[src/rtl/cas_player.sv]
// TRS-80 500-baud cassette player: fetches .CAS bytes over a req/ack port and
// emits one clock pulse per bit cell plus a mid-cell data pulse for each 1 bit.
module cas_player #(
  parameter int CELL_CYCLES  = 84000,
  parameter int PULSE_CYCLES = 5376,
  parameter int ADDR_W       = 16
) (
  input  logic              clk42m,
  input  logic              reset_n,
  input  logic              rewind,
  input  logic [ADDR_W-1:0] tape_len,
  input  logic              motor,
  output logic              rd_req,
  output logic [ADDR_W-1:0] rd_addr,
  input  logic              rd_ack,
  input  logic [7:0]        rd_data,
  output logic              cass_out,
  output logic              active,
  output logic              done
);
  localparam int CW = $clog2(CELL_CYCLES);
  // Each boundary is matched one count early so the registered cass_out
  // changes exactly as the counter reaches the boundary value.
  localparam logic [CW-1:0] PULSE_END = CW'(PULSE_CYCLES - 1);
  localparam logic [CW-1:0] MID_PRE   = CW'(CELL_CYCLES / 2 - 1);
  localparam logic [CW-1:0] DATA_END  = CW'(CELL_CYCLES / 2 + PULSE_CYCLES - 1);
  localparam logic [CW-1:0] CELL_END  = CW'(CELL_CYCLES - 1);

  typedef enum logic [2:0] {
    IDLE, FETCH, CLK_HI, WAIT_MID, DATA_HI, WAIT_END, FINISHED
  } state_t;

  state_t            state_q, state_d;
  logic [CW-1:0]     cnt_q, cnt_d;
  logic [2:0]        bit_q, bit_d;
  logic [7:0]        sh_q, sh_d;
  logic [ADDR_W-1:0] len_q, len_d, addr_q, addr_d;
  logic              req_q, req_d, cass_q, cass_d, done_q, done_d;
  logic [ADDR_W:0]   addr_nx;
  logic [CW-1:0]     cnt_inc;

  // One extra bit so rd_addr+1 can never wrap before the compare.
  assign addr_nx = {1'b0, addr_q} + {{ADDR_W{1'b0}}, 1'b1};
  assign cnt_inc = cnt_q + CW'(1);

  always_ff @(posedge clk42m) begin
    if (!reset_n) begin
      state_q <= IDLE;
      cnt_q   <= '0;
      bit_q   <= 3'd7;
      sh_q    <= '0;
      len_q   <= '0;
      addr_q  <= '0;
      req_q   <= 1'b0;
      cass_q  <= 1'b0;
      done_q  <= 1'b0;
    end else begin
      state_q <= state_d;
      cnt_q   <= cnt_d;
      bit_q   <= bit_d;
      sh_q    <= sh_d;
      len_q   <= len_d;
      addr_q  <= addr_d;
      req_q   <= req_d;
      cass_q  <= cass_d;
      done_q  <= done_d;
    end
  end

  always_comb begin
    state_d = state_q;
    cnt_d   = cnt_q;
    bit_d   = bit_q;
    sh_d    = sh_q;
    len_d   = len_q;
    addr_d  = addr_q;
    req_d   = req_q;
    cass_d  = cass_q;
    done_d  = done_q;
    if (rewind) begin
      len_d  = tape_len;
      addr_d = '0;
      req_d  = 1'b0;
      cass_d = 1'b0;
      cnt_d  = '0;
      if (tape_len == '0) begin
        state_d = FINISHED;
        done_d  = 1'b1;
      end else begin
        state_d = FETCH;
        done_d  = 1'b0;
      end
    end else begin
      case (state_q)
        FETCH: begin
          if (req_q && rd_ack) begin
            sh_d    = rd_data;
            bit_d   = 3'd7;
            cnt_d   = '0;
            req_d   = 1'b0;
            cass_d  = 1'b1;
            state_d = CLK_HI;
          end else begin
            // once raised, the request stays up until acknowledged
            req_d = req_q | motor;
          end
        end
        CLK_HI: if (motor) begin
          cnt_d = cnt_inc;
          if (cnt_q == PULSE_END) begin
            cass_d  = 1'b0;
            state_d = WAIT_MID;
          end
        end
        WAIT_MID: if (motor) begin
          cnt_d = cnt_inc;
          if (cnt_q == MID_PRE) begin
            if (sh_q[bit_q]) begin
              cass_d  = 1'b1;
              state_d = DATA_HI;
            end else begin
              state_d = WAIT_END;
            end
          end
        end
        DATA_HI: if (motor) begin
          cnt_d = cnt_inc;
          if (cnt_q == DATA_END) begin
            cass_d  = 1'b0;
            state_d = WAIT_END;
          end
        end
        WAIT_END: if (motor) begin
          cnt_d = cnt_inc;
          if (cnt_q == CELL_END) begin
            cnt_d = '0;
            if (bit_q != 3'd0) begin
              bit_d   = bit_q - 3'd1;
              cass_d  = 1'b1;
              state_d = CLK_HI;
            end else if (addr_nx < {1'b0, len_q}) begin
              addr_d  = addr_nx[ADDR_W-1:0];
              state_d = FETCH;
            end else begin
              state_d = FINISHED;
              done_d  = 1'b1;
            end
          end
        end
        FINISHED: begin
          cass_d = 1'b0;
          done_d = 1'b1;
        end
        default: ;
      endcase
    end
  end

  assign rd_req   = req_q;
  assign rd_addr  = addr_q;
  assign cass_out = cass_q;
  assign done     = done_q;
  assign active   = motor && (state_q != IDLE) && (state_q != FINISHED);

endmodule

[config.mk]
export PLATFORM = sky130hd
export DESIGN_NAME = cas_player
export DESIGN_NICKNAME = d
export VERILOG_FILES = /design/src/rtl/cas_player.sv
export SDC_FILE = /design/constraint.sdc
export NUM_CORES = 1
export LEC_CHECK = 0
export ABC_AREA = 1
export CORE_ASPECT_RATIO = 1.25
export CORE_MARGIN = 4
export CORE_UTILIZATION = 42
export CTS_CLUSTER_SIZE = 10
export DETAILED_ROUTE_END_ITERATION = 8
export GPL_TIMING_DRIVEN = 0
export HOLD_SLACK_MARGIN = 0.05
export PLACE_DENSITY = 0.74
export RECOVER_POWER = 100
export SKIP_LAST_GASP = 1
export SYNTH_ARGS = -nofsm -noshare
export SYNTH_HDL_FRONTEND = slang
export SYNTH_SLANG_ARGS = --single-unit
[constraint.sdc]
create_clock -name clk42m -period 7.2 [get_ports clk42m]
set_input_delay 1.44 -clock clk42m [delete_from_list [all_inputs] [get_ports clk42m]]
set_output_delay 1.44 -clock clk42m [all_outputs]
set_load 0.02 [all_outputs]
==> summary.md, run 1 <==
## Status
- **status** completed

## Layout
- **antenna cell count** 0
- **final standard cell count with taps included and fillers excluded** 840
- **Layout area overhead** 20.1%
- **layout cell share with drive strength beyond 1** 4.90%
- **Post-layout nets** 760

## Hold path
- **terminating pin of the worst hold path** len_q[13]$_SDFFE_PN0P_
- **worst hold path depth** 2
- **classification of the worst-slack hold path** reg2reg
- **worst min-delay path startpoint** len_q[13]$_SDFFE_PN0P_

## Drt
- **wire length reported by the detailed router** 11.0 mm
- **max layer used** met4
- **metal1 wirelength** 4.40 mm
- **routed wire length on met2** 5.77 mm
- **DRT antenna net count** 0
- **number of vias per cell** 4.96
- **DRC** 0
- **routed via count** 4165
- **number of iterations in the first detailed-routing pass** 4
- **detail-routed net length per standard cell** 13.0 um
- **met3 WL** 442 um
- **1st-iter DRT viols** 213

## Clocking
- **post-CTS repair timing setup buffer count** 0
- **H-Tree Depth** 3
- **cts-stage hold buffer count** 0
- **number of clock sinks** 66
- **cells resized by post-CTS repair** 0
- **clock latency on the worst-skew pair** 0.34 ns
- **worst-case clock buffer depth** 2
- **clock tree from TritonCTS** built
- **number of buffers created by CTS** 9
- **clock slew seen by the registers of the worst setup and hold paths** 0.05 ns
- **clock root buffer** clkbuf_16

## STA
- **transition time of the tightest slew-check pin** 0.659 ns
- **Slew Limit Headroom** 55.7%
- **setup total negative slack** 0 ns
- **Final Hold Fails** 0
- **worst hold slack across all endpoints** 0.468 ns
- **post-route worst setup slack** 2.64 ns
- **setup repair after global routing missed its margin** no
- **setup skew after layout** 0.00906 ns
- **shortest period the worst path allows** 4.56 ns
- **fin. max-slew vios** 0
- **Fmax** 219 MHz
- **Finish-stage setup viols** 0
- **share of the clock period used by the worst path** 63.3%

## Critical path
- **type of the worst setup path** in2out
- **startpoint of the most critical register-to-register path** rd_addr[0]$_SDFFE_PP0P_
- **flop-to-flop setup slack** 3.63 ns
- **destination of the worst register-to-register timing path** rd_addr[8]$_SDFFE_PP0P_
- **most frequent cell on the critical path** dlygate4sd3_1
- **signal arrival time at the worst endpoint** 3.12 ns
- **type of destination of the critical path** output pin
- **Crit path largest cell delay** 0.72 ns
- **biggest fanout along the worst timing path** 5
- **required time at the worst-slack endpoint** 5.76 ns
- **Top delay family on crit path** buffers and inverters
- **crit path cell chain** dlygate4sd3_1 > nand2_1 > a31oi_1 > dlygate4sd3_1
- **CP Launch Type** input pin
- **slowest stage cell on the critical path** dlygate4sd3_1
- **FF-to-FF path depth** 18
- **critical path buffer and inverter count** 2

## Synthesis
- **count of unique library cells instantiated by Yosys** 41
- **Avg Synthesized Cell Area** 6.50 um2
- **Syn Std Cell Area** 0.00424 mm2
- **Yosys warning count** 0
- **share of the yosys chip area belonging to registers** 31.2%
- **Mapped Cells** 653
- **syn_nets** 702
- **count of state elements after synthesis** 66

## Pwr
- **leakage dissipation** 2.38 nW
- **Cell Pwr Density** 184 mW/mm2
- **worst ir drop on vdd** 0.121 mV
- **Total Power** 937 uW

## Placed design
- **# port buffers** 47
- **weighted congestion at the end of routability-driven global placement** 0.944
- **post-detail-place hpwl** 8.64 mm
- **number of cells in the design after placement** 826
- **post-placement setup slack** 2.80 ns

## Floorplan
- **die width** 97.9 um
- **core area** 0.00976 mm2
- **height of the die** 120 um
- **IO Pins** 49
- **placement row count** 40
- **floorplan die area** 0.0118 mm2
- **effective utilization at floorplan** 43.5%

## Run
- **count of max-cap constraint violations** 0

## Global routing
- **vias in the first global route** 4151
- **maximum number of pins on one net before global-route repair** 11
- **GR Overflow Total** 0
- **global-route usage over all layers** 19.1%
- **first-pass GRT wire length** 18.3 mm
- **antenna violations before repair** 0

-- layer usage --
metal  global-route usage, %  vias to the layer above
met5                       0                        -
met1                    19.9                     1879
met3                    4.33                       29
met4                    9.44                        0
li1                        -                     2178
met2                    35.7                       79
-- how the worst max path moves through the flow --
stage | from | end | slack (ns) | cells after the start
2_1_floorplan | motor | active | 3.91 | 2
3_3_place_gp | motor | active | 2.76 | 4
3_5_place_dp | motor | active | 2.80 | 4
4_1_cts | motor | active | 2.78 | 4
5_1_grt | motor | active | 2.54 | 4
6_report | motor | active | 2.64 | 4
-- power breakdown --
group	internal (mW)	switching, mW	total (mW)
Combinational	0.0446	0.0672	0.112
Sequential	0.376	0.00821	0.384
Clock	0.283	0.158	0.441
-- worst reg2reg max path, delay by kind of cell, from the launching register on --
| kind | cells | cell delay [ns] |
|---|---|---|
| DFF | 1 | 0.42 |
| adders and majority gates | 2 | 0.52 |
| AOI/OAI and AO/OA | 2 | 0.35 |
| buffers and inverters | 2 | 0.47 |
| and+or+nand+nor | 11 | 1.54 |
| xor gates and xnor gates | 1 | 0.17 |
-- synth_stat cells --
| library cell | n | area [um2] |
|---|---|---|
| nand2_1 | 134 | 503 |
| nor2_1 | 110 | 413 |
| inv_1 | 102 | 383 |
| dfxtp_1 | 66 | 1320 |
| nand3_1 | 51 | 255 |
| o21ai_0 | 35 | 175 |
| a21oi_1 | 32 | 160 |
| ha_1 | 20 | 250 |
| xor2_1 | 18 | 158 |
| nand4_1 | 13 | 81.3 |
| clkbuf_1 | 7 | 26.3 |
| nand2_2 | 6 | 37.5 |
| nor3_1 | 5 | 25.0 |
| buf_6 | 4 | 45.0 |
| nor2_2 | 4 | 25.0 |
| nor2_4 | 4 | 45.0 |
| nor3_2 | 4 | 40.0 |
| nor3b_1 | 4 | 30.0 |
| a31oi_1 | 3 | 18.8 |
| inv_2 | 3 | 11.3 |
| nor4_1 | 3 | 18.8 |
| xnor2_1 | 3 | 26.3 |
| a21o_1 | 2 | 15.0 |
| nand3_2 | 2 | 20.0 |
| o211ai_1 | 2 | 15.0 |
| a21boi_0 | 1 | 7.51 |
| a21o_2 | 1 | 8.76 |
| a21oi_2 | 1 | 8.76 |
| buf_2 | 1 | 5.00 |
| buf_4 | 1 | 7.51 |
| clkbuf_8 | 1 | 13.8 |
| clkinv_1 | 1 | 3.75 |
| nand2_4 | 1 | 11.3 |
| nand3_4 | 1 | 17.5 |
| nand3b_1 | 1 | 7.51 |
| nor3_4 | 1 | 16.3 |
| o2111ai_1 | 1 | 8.76 |
| o21a_1 | 1 | 7.51 |
| o21ai_1 | 1 | 5.00 |
| o21bai_1 | 1 | 7.51 |
| or2_2 | 1 | 6.26 |
-- per-stage QoR --
step | area (um2) | util (%)
5_1_grt | 5090 | 52.2
4_1_cts | 5160 | 52.9
2_1_floorplan | 4240 | -
6_report | 5090 | 52.2
3_5_place_dp | 4870 | 49.9
3_3_place_gp | 4870 | 49.9
-- kinds of logic after synthesis --
| kind of cell | synth area share (%) |
|---|---|
| buf+inv | 11.7 |
| simple gates | 36.6 |
| fa+ha+maj | 5.90 |
| compound gates | 10.3 |
| xor+xnor | 4.34 |
| flops | 31.2 |
-- final cells by class --
class | count | area, um2
Timing Repair Buffer | 47 | 470
Clock inverter | 2 | 37.5
Inverter | 106 | 398
Multi-Input combinational cell | 467 | 2380
Buffer | 14 | 70.1
Clock buffer | 12 | 256
Fill cell | 985 | 4660
Sequential cell | 66 | 1320
Tap cell | 126 | 158
-- sequential cells by signal, indices dropped and copies added, names as in the netlist --
signal	cells
bit_q	3
rd_addr	16
done	1
sh_q	8
rd_req	1
state_q	3
cnt_q	17
cass_out	1
len_q	16
-- layout by cell type (no fill, tap or decap), types with 2 or more instances in the layout --
master	instances
a21o_1	2
a21oi_1	33
a31oi_1	3
clkbuf_1	13
clkbuf_16	9
clkbuf_8	3
clkdlybuf4s50_1	24
dfxtp_1	66
dlygate4sd3_1	23
ha_1	20
inv_1	103
inv_2	2
nand2_1	136
nand2_2	4
nand3_1	53
nand4_1	13
nor2_1	112
nor2_2	3
nor2_4	3
nor3_1	6
nor3_2	3
nor3b_1	4
nor4_1	3
o211ai_1	2
o21ai_0	35
xnor2_1	3
xor2_1	18
Power figures use the tool's default switching activity.
==> run 2: changes to the inputs <==
==> constraint.sdc (replaced) <==
create_clock -name clk42m -period 4.55 [get_ports clk42m]
set_input_delay 0.91 -clock clk42m [delete_from_list [all_inputs] [get_ports clk42m]]
set_output_delay 0.91 -clock clk42m [all_outputs]
set_load 0.02 [all_outputs]
==> results of run 2 <==
Same layout as run 1 (identical final DEF). Status: completed.
Among the figures that moved: setup slack after placement 2.80 ns -> 1.21 ns; setup slack after layout 2.64 ns -> 0.978 ns; start point of the critical path motor -> rd_addr[0]$_SDFFE_PP0P_; end point of the critical path active -> rd_addr[8]$_SDFFE_PP0P_; register-to-register setup slack 3.63 ns -> 0.98 ns; total power 0.937 mW -> 1.48 mW; worst IR drop on VDD 0.121 mV -> 0.192 mV
